$ cat src/rtl/fsm_run_gen.sv
// fsm_run_gen: run-length line generator.
// Accepts a request with a run length, drives x_out high for exactly that many
// cycles, then holds it low for GAP guard cycles before it will take another
// request. A completion pulse (done) marks the first guard cycle; aborted
// accompanies it when the run was cut short by abort.
// Optional build macro FSM_RUN_GEN_BACK_TO_BACK_EN: when defined, req_ready is
// also raised in the last guard cycle so a new run can follow with no idle cycle.
module fsm_run_gen #(
    parameter int LEN_W = 4,
    parameter int GAP   = 2
) (
    input  logic             clk,
    input  logic             rst,
    input  logic             req_valid,
    input  logic [LEN_W-1:0] req_len,
    output logic             req_ready,
    input  logic             abort,
    output logic             x_out,
    output logic             done,
    output logic             aborted
);

    localparam int GAP_W = $clog2(GAP + 1);
    localparam logic [GAP_W-1:0] GAP_LOAD = GAP_W'(GAP);
    localparam logic [GAP_W-1:0] GAP_ONE  = GAP_W'(1);
    localparam logic [LEN_W-1:0] LEN_ZERO = {LEN_W{1'b0}};
    localparam logic [LEN_W-1:0] LEN_ONE  = LEN_W'(1);

    typedef enum logic [1:0] {
        ST_IDLE = 2'd0,
        ST_HIGH = 2'd1,
        ST_GAP  = 2'd2
    } state_t;

    state_t           state_r;
    state_t           state_s;
    logic [LEN_W-1:0] run_cnt_r;   // high cycles remaining, including the current one
    logic [LEN_W-1:0] run_cnt_s;
    logic [GAP_W-1:0] gap_cnt_r;   // guard cycles remaining, including the current one
    logic [GAP_W-1:0] gap_cnt_s;
    logic             start_s;
    logic             x_out_s;
    logic             req_ready_s;
    logic             done_s;
    logic             aborted_s;

    // Next-state, counter and next-output logic; outputs are computed for the
    // upcoming cycle so they can be registered without adding latency.
    always_comb begin
        state_s     = state_r;
        run_cnt_s   = run_cnt_r;
        gap_cnt_s   = gap_cnt_r;
        done_s      = 1'b0;
        aborted_s   = 1'b0;
        x_out_s     = 1'b0;
        req_ready_s = 1'b0;

        // req_ready is only ever high in a state that may accept, so the
        // handshake alone decides acceptance.
        start_s = req_valid && req_ready;

        if (start_s) begin
            if (req_len != LEN_ZERO) begin
                state_s   = ST_HIGH;
                run_cnt_s = req_len;
            end else begin
                // Zero-length run: skip straight to the guard gap and complete.
                state_s   = ST_GAP;
                gap_cnt_s = GAP_LOAD;
                done_s    = 1'b1;
            end
        end else begin
            case (state_r)
                ST_IDLE: begin
                    state_s = ST_IDLE;
                end
                ST_HIGH: begin
                    if (abort) begin
                        state_s   = ST_GAP;
                        gap_cnt_s = GAP_LOAD;
                        done_s    = 1'b1;
                        aborted_s = 1'b1;
                    end else if (run_cnt_r == LEN_ONE) begin
                        state_s   = ST_GAP;
                        gap_cnt_s = GAP_LOAD;
                        done_s    = 1'b1;
                    end else begin
                        run_cnt_s = run_cnt_r - LEN_ONE;
                    end
                end
                ST_GAP: begin
                    if (gap_cnt_r == GAP_ONE) begin
                        state_s = ST_IDLE;
                    end else begin
                        gap_cnt_s = gap_cnt_r - GAP_ONE;
                    end
                end
                default: begin
                    state_s = ST_IDLE;
                end
            endcase
        end

        x_out_s = (state_s == ST_HIGH);
`ifdef FSM_RUN_GEN_BACK_TO_BACK_EN
        req_ready_s = (state_s == ST_IDLE) ||
                      ((state_s == ST_GAP) && (gap_cnt_s == GAP_ONE));
`else
        req_ready_s = (state_s == ST_IDLE);
`endif
    end

    // State, counters and registered outputs; reset wins over everything.
    always_ff @(posedge clk) begin
        if (rst) begin
            state_r   <= ST_IDLE;
            run_cnt_r <= LEN_ZERO;
            gap_cnt_r <= {GAP_W{1'b0}};
            x_out     <= 1'b0;
            req_ready <= 1'b1;
            done      <= 1'b0;
            aborted   <= 1'b0;
        end else begin
            state_r   <= state_s;
            run_cnt_r <= run_cnt_s;
            gap_cnt_r <= gap_cnt_s;
            x_out     <= x_out_s;
            req_ready <= req_ready_s;
            done      <= done_s;
            aborted   <= aborted_s;
        end
    end

endmodule

$ cat config.mk
export PLATFORM = sky130hd
export DESIGN_NAME = fsm_run_gen
export DESIGN_NICKNAME = d
export VERILOG_FILES = /design/src/rtl/fsm_run_gen.sv
export SDC_FILE = /design/constraint.sdc
export NUM_CORES = 1
export LEC_CHECK = 0
export BUFFER_PORTS_ARGS = -buffer_cell sky130_fd_sc_hd__buf_2
export CAP_MARGIN = 25
export CORE_AREA = 8 8 45 47
export DETAILED_ROUTE_END_ITERATION = 10
export DIE_AREA = 0 0 53 55
export HOLD_SLACK_MARGIN = 0.1
export PLACE_DENSITY = 0.73
export RECOVER_POWER = 25
export SLEW_MARGIN = 20
export SYNTH_ARGS = -nofsm -noshare
export SYNTH_HDL_FRONTEND = slang
export SYNTH_SLANG_ARGS = --single-unit
$ cat constraint.sdc
create_clock -name clk -period 1.9 [get_ports clk]
set_input_delay 0.095 -clock clk [delete_from_list [all_inputs] [get_ports clk]]
set_output_delay 0.095 -clock clk [all_outputs]
set_load 0.05 [all_outputs]
==> impl_metrics.toml, run 1 <==
[grt]
grt-ovfl-total = 0
grt_max_degree = 14
gr-usage-all-layers = 0.129
antenna_found_initial = 0
grt_first_pass_wirelength_um = 2810
grt_pass1_vias = 630

[critical_path]
critPathMaxStageDelay_ns = 0.49
worstPathRequired_ns = 2.07
end_kind = "flip-flop"
rrSetupSlack_ns = 0.14
worstSetupPathType = "reg -> reg"
path_cells = "inv_1, ha_1, nor3b_4, nor3_2, or4_4, a31o_1"
cp_slowest_cell = "or4_4"
startpoint_type = "flip-flop"
cp_max_fo = 6
arrival_ns = 1.94

[place]
dpl.hpwl_um = 1210
gp_congestion = 0.816
portBuffers = 11

[die]
die_x_um = 53
coreArea_um2 = 1380
die_h_um = 55
start_util = 0.485
rows = 14
die_area_um2 = 2920
io_pins = 12

[cells_and_area]
fill_cells = 140
layout-drive-gt1-share = 0.198
nNetsFinal = 105
area_growth_pct = 17.0
antennaDiodeCount = 0

[timing]
fin_crit_sh = 0.927
fin_skew_ns = 0.00368
finalCriticalPeriod_ns = 1.76
fmax_mhz = 568
slew_headroom = 0.602
setup_violations = 0
finalHoldViolations = 0
worst_pin_slew_ns = 0.600
maxSlewViolCount = 0
finalSetupTns_ns = 0
rsz0062_at_grt = "false"

[min_path]
hold_class = "in -> reg"

[clock_tree]
cts_max_level = 1
root_buffer = "clkbuf_4"
insertion_delay_ns = 0.28
clk_transition_reported_paths_ns = 0.09
clock-sinks = 12
postCtsHoldBufs = 0
clockBufferDepth = 2
cts_resized = 0
cts_buffers = 3
cts_tree = "built"
cts_setup_buffers = 0

[yosys]
syn_area_um2 = 671
ys_ff_latch = 12
ys_seq_area_frac = 0.358
yosysWarnings = 0
synth_edf_count = 0
ys.flop_type = "dfxtp_1"
syn-num-nets = 89
avgSynthCellArea_um2 = 8.82
ys_types = 34
async_flop_share = 0
syn_inst = 76

[route]
drt_first_pass_iters = 4
vias = 640
totalWireLength_um = 1610
ant_nets = 0
via_per_inst = 5.98
drtIter0Drc = 10
drc = 0
wl_per_cell_um = 15.1

[power]
power_density_nw_per_um2 = 793
ir_drop_mv = 0.465
p_leak_nw = 0.313
p_total_w = 0.000622

[flow_run]
maxCapViolCount = 0

[status]
outcome = "finished, final reports clean"
-- layout by cell type (no fill, tap or decap), types with 2 or more instances in the layout --
cell type	synthesis	final
o211ai_1	2	2
dfxtp_1	12	12
nor3_1	2	2
ha_1	5	5
clkbuf_1	2	4
nand2b_1	2	2
buf_2	0	7
clkbuf_4	0	3
a211oi_1	3	3
buf_4	0	2
nor2_1	5	5
nand2_1	4	4
inv_1	7	7
a21oi_1	9	9
-- per-stage QoR --
| step | hold WS [ns] | utilization | std cells | cell area (um2) | setup slack (ns) |
|---|---|---|---|---|---|
| after floorplan | 0.259 | - | 76 | 671 | 0.203 |
| after global placement | 0.432 | 0.544 | 103 | 753 | 0.168 |
| after detailed placement | 0.425 | 0.544 | 103 | 753 | 0.149 |
| after CTS | 0.131 | 0.571 | 107 | 790 | 0.129 |
| after global routing | 0.144 | 0.567 | 107 | 785 | 0.0229 |
| final | 0.137 | 0.567 | 107 | 785 | 0.138 |
-- synthesized netlist by cell type (2+ instances only) --
cell      number  share of area
nand2_1        4          0.022
dfxtp_1       12           0.36
a211oi_1       3          0.034
nor3_1         2          0.015
inv_1          7          0.039
nor2_1         5          0.028
ha_1           5          0.093
o211ai_1       2          0.022
a21oi_1        9          0.067
nand2b_1       2          0.019
clkbuf_1       2          0.011
-- flip-flops by register name, indices dropped and copies added, names as in the netlist --
name       cells
aborted        1
gap_cnt_r      2
done           1
state_r        2
run_cnt_r      4
req_ready      1
x_out          1
-- final timing paths --
check,depth (start not counted),to,from
max,6,req_ready$_SDFF_PP1_,run_cnt_r[1]$_SDFFE_PP0P_
min,2,aborted$_SDFF_PP0_,abort
max reg2reg,6,req_ready$_SDFF_PP1_,run_cnt_r[1]$_SDFFE_PP0P_
min reg2reg,2,gap_cnt_r[1]$_SDFFE_PP0P_,gap_cnt_r[1]$_SDFFE_PP0P_
-- report_power, final --
part | switching [W] | internal, W
registers | 0.0000139 | 0.000268
logic | 0.0000780 | 0.0000508
clock network | 0.0000956 | 0.000116
total | 0.000187 | 0.000435
-- final cells by class --
type / count / area [um2] / share of cell area
Clock buffer: 4 / 36.3 / 0.0463
Sequential cell: 12 / 240 / 0.306
Tap cell: 16 / 20.0 / 0.0255
Inverter: 7 / 26.3 / 0.0335
Multi-Input combinational cell: 55 / 397 / 0.506
Timing Repair Buffer: 13 / 65.1 / 0.0829
-- worst max-delay path: cells and delay by family, from the launching register on --
family | cells | cell delay, ns
AND/OR/NAND/NOR | 3 | 0.89
flip-flops | 1 | 0.32
AO/OA/AOI/OAI | 1 | 0.21
adder cells (fa/ha/maj) | 1 | 0.15
buffers and inverters | 1 | 0.10
-- metal layers --
layer,share of wire,GRT usage
met5,0,0
met4,0.011,0.0776
met3,0.045,0.0241
met2,0.51,0.229
met1,0.43,0.140
-- cells by family (layout without fill, tap and decap cells) --
group / Yosys count / after routing / synth area share
AO/OA/AOI/OAI: 27 / 27 / 0.287
buffers and inverters: 9 / 24 / 0.0504
AND/OR/NAND/NOR: 23 / 23 / 0.211
flip-flops: 12 / 12 / 0.358
adder cells (fa/ha/maj): 5 / 5 / 0.0933
(Power assumes the default switching activity.)
==> run 2: changes to the inputs <==
- CELL_PAD_IN_SITES_DETAIL_PLACEMENT: default -> 1
- CELL_PAD_IN_SITES_GLOBAL_PLACEMENT: default -> 1
- CORE_AREA: 8 8 45 47 -> default
- CORE_MARGIN: default -> 8
- CORE_UTILIZATION: default -> 39
- DIE_AREA: 0 0 53 55 -> default
- PLACE_DENSITY: 0.73 -> default
- PLACE_DENSITY_LB_ADDON: default -> 0.1
==> impl_metrics.toml, run 2 (synthesis gave the netlist of run 1 again) <==
[cells_and_area]
antennaDiodeCount = 0
largest_reg_flops = 4
layout-drive-gt1-share = 0.198
largestRegisters = "run_cnt_r: 4 flops, gap_cnt_r: 2 flops, state_r: 2 flops"
mostFrequentLayoutCell = "dfxtp_1"
regMostFlops = "run_cnt_r"
nNetsFinal = 106
layout_common_cells = "12 x dfxtp_1, 9 x a21oi_1, 7 x inv_1, 7 x buf_2"
area_growth_pct = 16.2

[place]
gp_congestion = 0.754
dpl.hpwl_um = 1290
portBuffers = 11

[route]
via_per_inst = 5.71
drc = 0
drt-met1-wl_um = 755
met3_wirelength_um = 48
drt_first_pass_iters = 4
wl_met2_um = 856
routed.top_layer = "met4"
vias = 617
totalWireLength_um = 1680
drtIter0Drc = 6
wl_per_cell_um = 15.5
ant_nets = 0

[die]
coreArea_um2 = 1670
start_util = 0.401
die_x_um = 57.5
io_pins = 12
die_h_um = 57.5
rows = 15
die_area_um2 = 3300

[clock_tree]
insertion_delay_ns = 0.27
root_buffer = "clkbuf_4"
clockBufferDepth = 2
cts_max_level = 1
clock-sinks = 12
postCtsHoldBufs = 0
cts_buffers = 3
clk_transition_reported_paths_ns = 0.08
cts_setup_buffers = 0
cts_tree = "built"
cts_resized = 0

[timing]
finalCriticalPeriod_ns = 1.74
fmax_mhz = 576
rsz0062_at_grt = "false"
finalSetupTns_ns = 0
maxSlewViolCount = 0
worst_pin_slew_ns = 0.596
slew_headroom = 0.604
setup_violations = 0
fin_crit_sh = 0.914
fin_skew_ns = 0.00493
finalHoldViolations = 0

[power]
ir_drop_mv = 0.397
p_int_w = 0.000393
seq_power_share = 0.498
p_total_w = 0.000566
combPwrFrac = 0.225
power_frac_clock = 0.277
power_density_nw_per_um2 = 727
p_sw_w = 0.000174
sw_frac_of_total = 0.307
p_leak_nw = 0.312

[critical_path]
critPathLaunch = "run_cnt_r[0]$_SDFFE_PP0P_"
cp_max_fo = 6
cp_num_buf_inv = 0
arrival_ns = 1.90
critPathMaxStageDelay_ns = 0.49
path_cells = "ha_1, nor3b_4, nor3_2, or4_4, a31o_1"
cp_slowest_cell = "or4_4"
worstSetupPathType = "reg -> reg"
crit_family = "simple AND/OR/NAND/NOR gates"
startpoint_type = "flip-flop"
worstPathRequired_ns = 2.07
end_kind = "flip-flop"
r2r_start = "run_cnt_r[0]$_SDFFE_PP0P_"

[grt]
antenna_found_initial = 0
grt_pass1_vias = 648
gr-usage-all-layers = 0.110
grt_max_degree = 14
grt_first_pass_wirelength_um = 2860
grt-ovfl-total = 0

[min_path]
hold_class = "in -> reg"
min_from = "req_len[0]"

[flow_run]
maxCapViolCount = 0

[status]
outcome = "finished, final reports clean"
==> run 2: cell types whose count changed in the layout (fill, tap and decap cells not counted), sizes merged <==
cell and change:
buf +1, clkbuf -1
==> run 2: layout make-up <==
cell class	count	area (um2)
fillers	211	891
multi-input cells	55	397
flip-flops and latches	12	240
repair buffers	14	72.6
inverters	7	26.3
clock buffers	3	22.5
well taps	17	21.3
==> run 2: path summary, 6_finish.rpt <==
| kind | to | slack (ns) | cells past startpoint |
|---|---|---|---|
| setup / recovery | req_ready$_SDFF_PP1_ | 0.16 | 5 |
| hold / removal | run_cnt_r[0]$_SDFFE_PP0P_ | 0.16 | 3 |
| setup reg to reg | req_ready$_SDFF_PP1_ | 0.16 | 5 |
| hold reg to reg | gap_cnt_r[1]$_SDFFE_PP0P_ | 0.48 | 2 |
==> run 2: power by group through the flow <==
stage | registers, W | clock network, W | logic (W)
floorplan | 0.000298 | 0 | 0.0000800
global placement | 0.000287 | 0 | 0.000128
detailed placement | 0.000288 | 0 | 0.000128
CTS | 0.000282 | 0.000162 | 0.000130
global route | 0.000284 | 0.000178 | 0.000141
finish | 0.000282 | 0.000157 | 0.000127
==> run 2: per-stage QoR <==
stage                     setup WS (ns)  cell area [um2]  hold slack, ns  utilization  std cells
after CTS                         0.154              785           0.149        0.470        108
final                             0.163              779           0.159        0.467        108
after detailed placement          0.163              762           0.438        0.456        105
after floorplan                   0.203              671           0.259            -         76
after global placement            0.196              762           0.432        0.456        105
after global routing             0.0534              779           0.141        0.467        108
==> run 2: per-layer routing <==
metal / track usage / vias to the layer above
met2: 0.185 / 7
met5: 0 / -
met1: 0.119 / 292
li1: - / 314
met3: 0.0314 / 4
met4: 0.0643 / 0
==> run 2: worst reg2reg max path, delay by kind of cell (launching register included) <==
| kind | cells | cell delay (ns) |
|---|---|---|
| and+or+nand+nor | 3 | 0.86 |
| adders and majority gates | 1 | 0.16 |
| AOI/OAI and AO/OA | 1 | 0.22 |
| DFF | 1 | 0.39 |
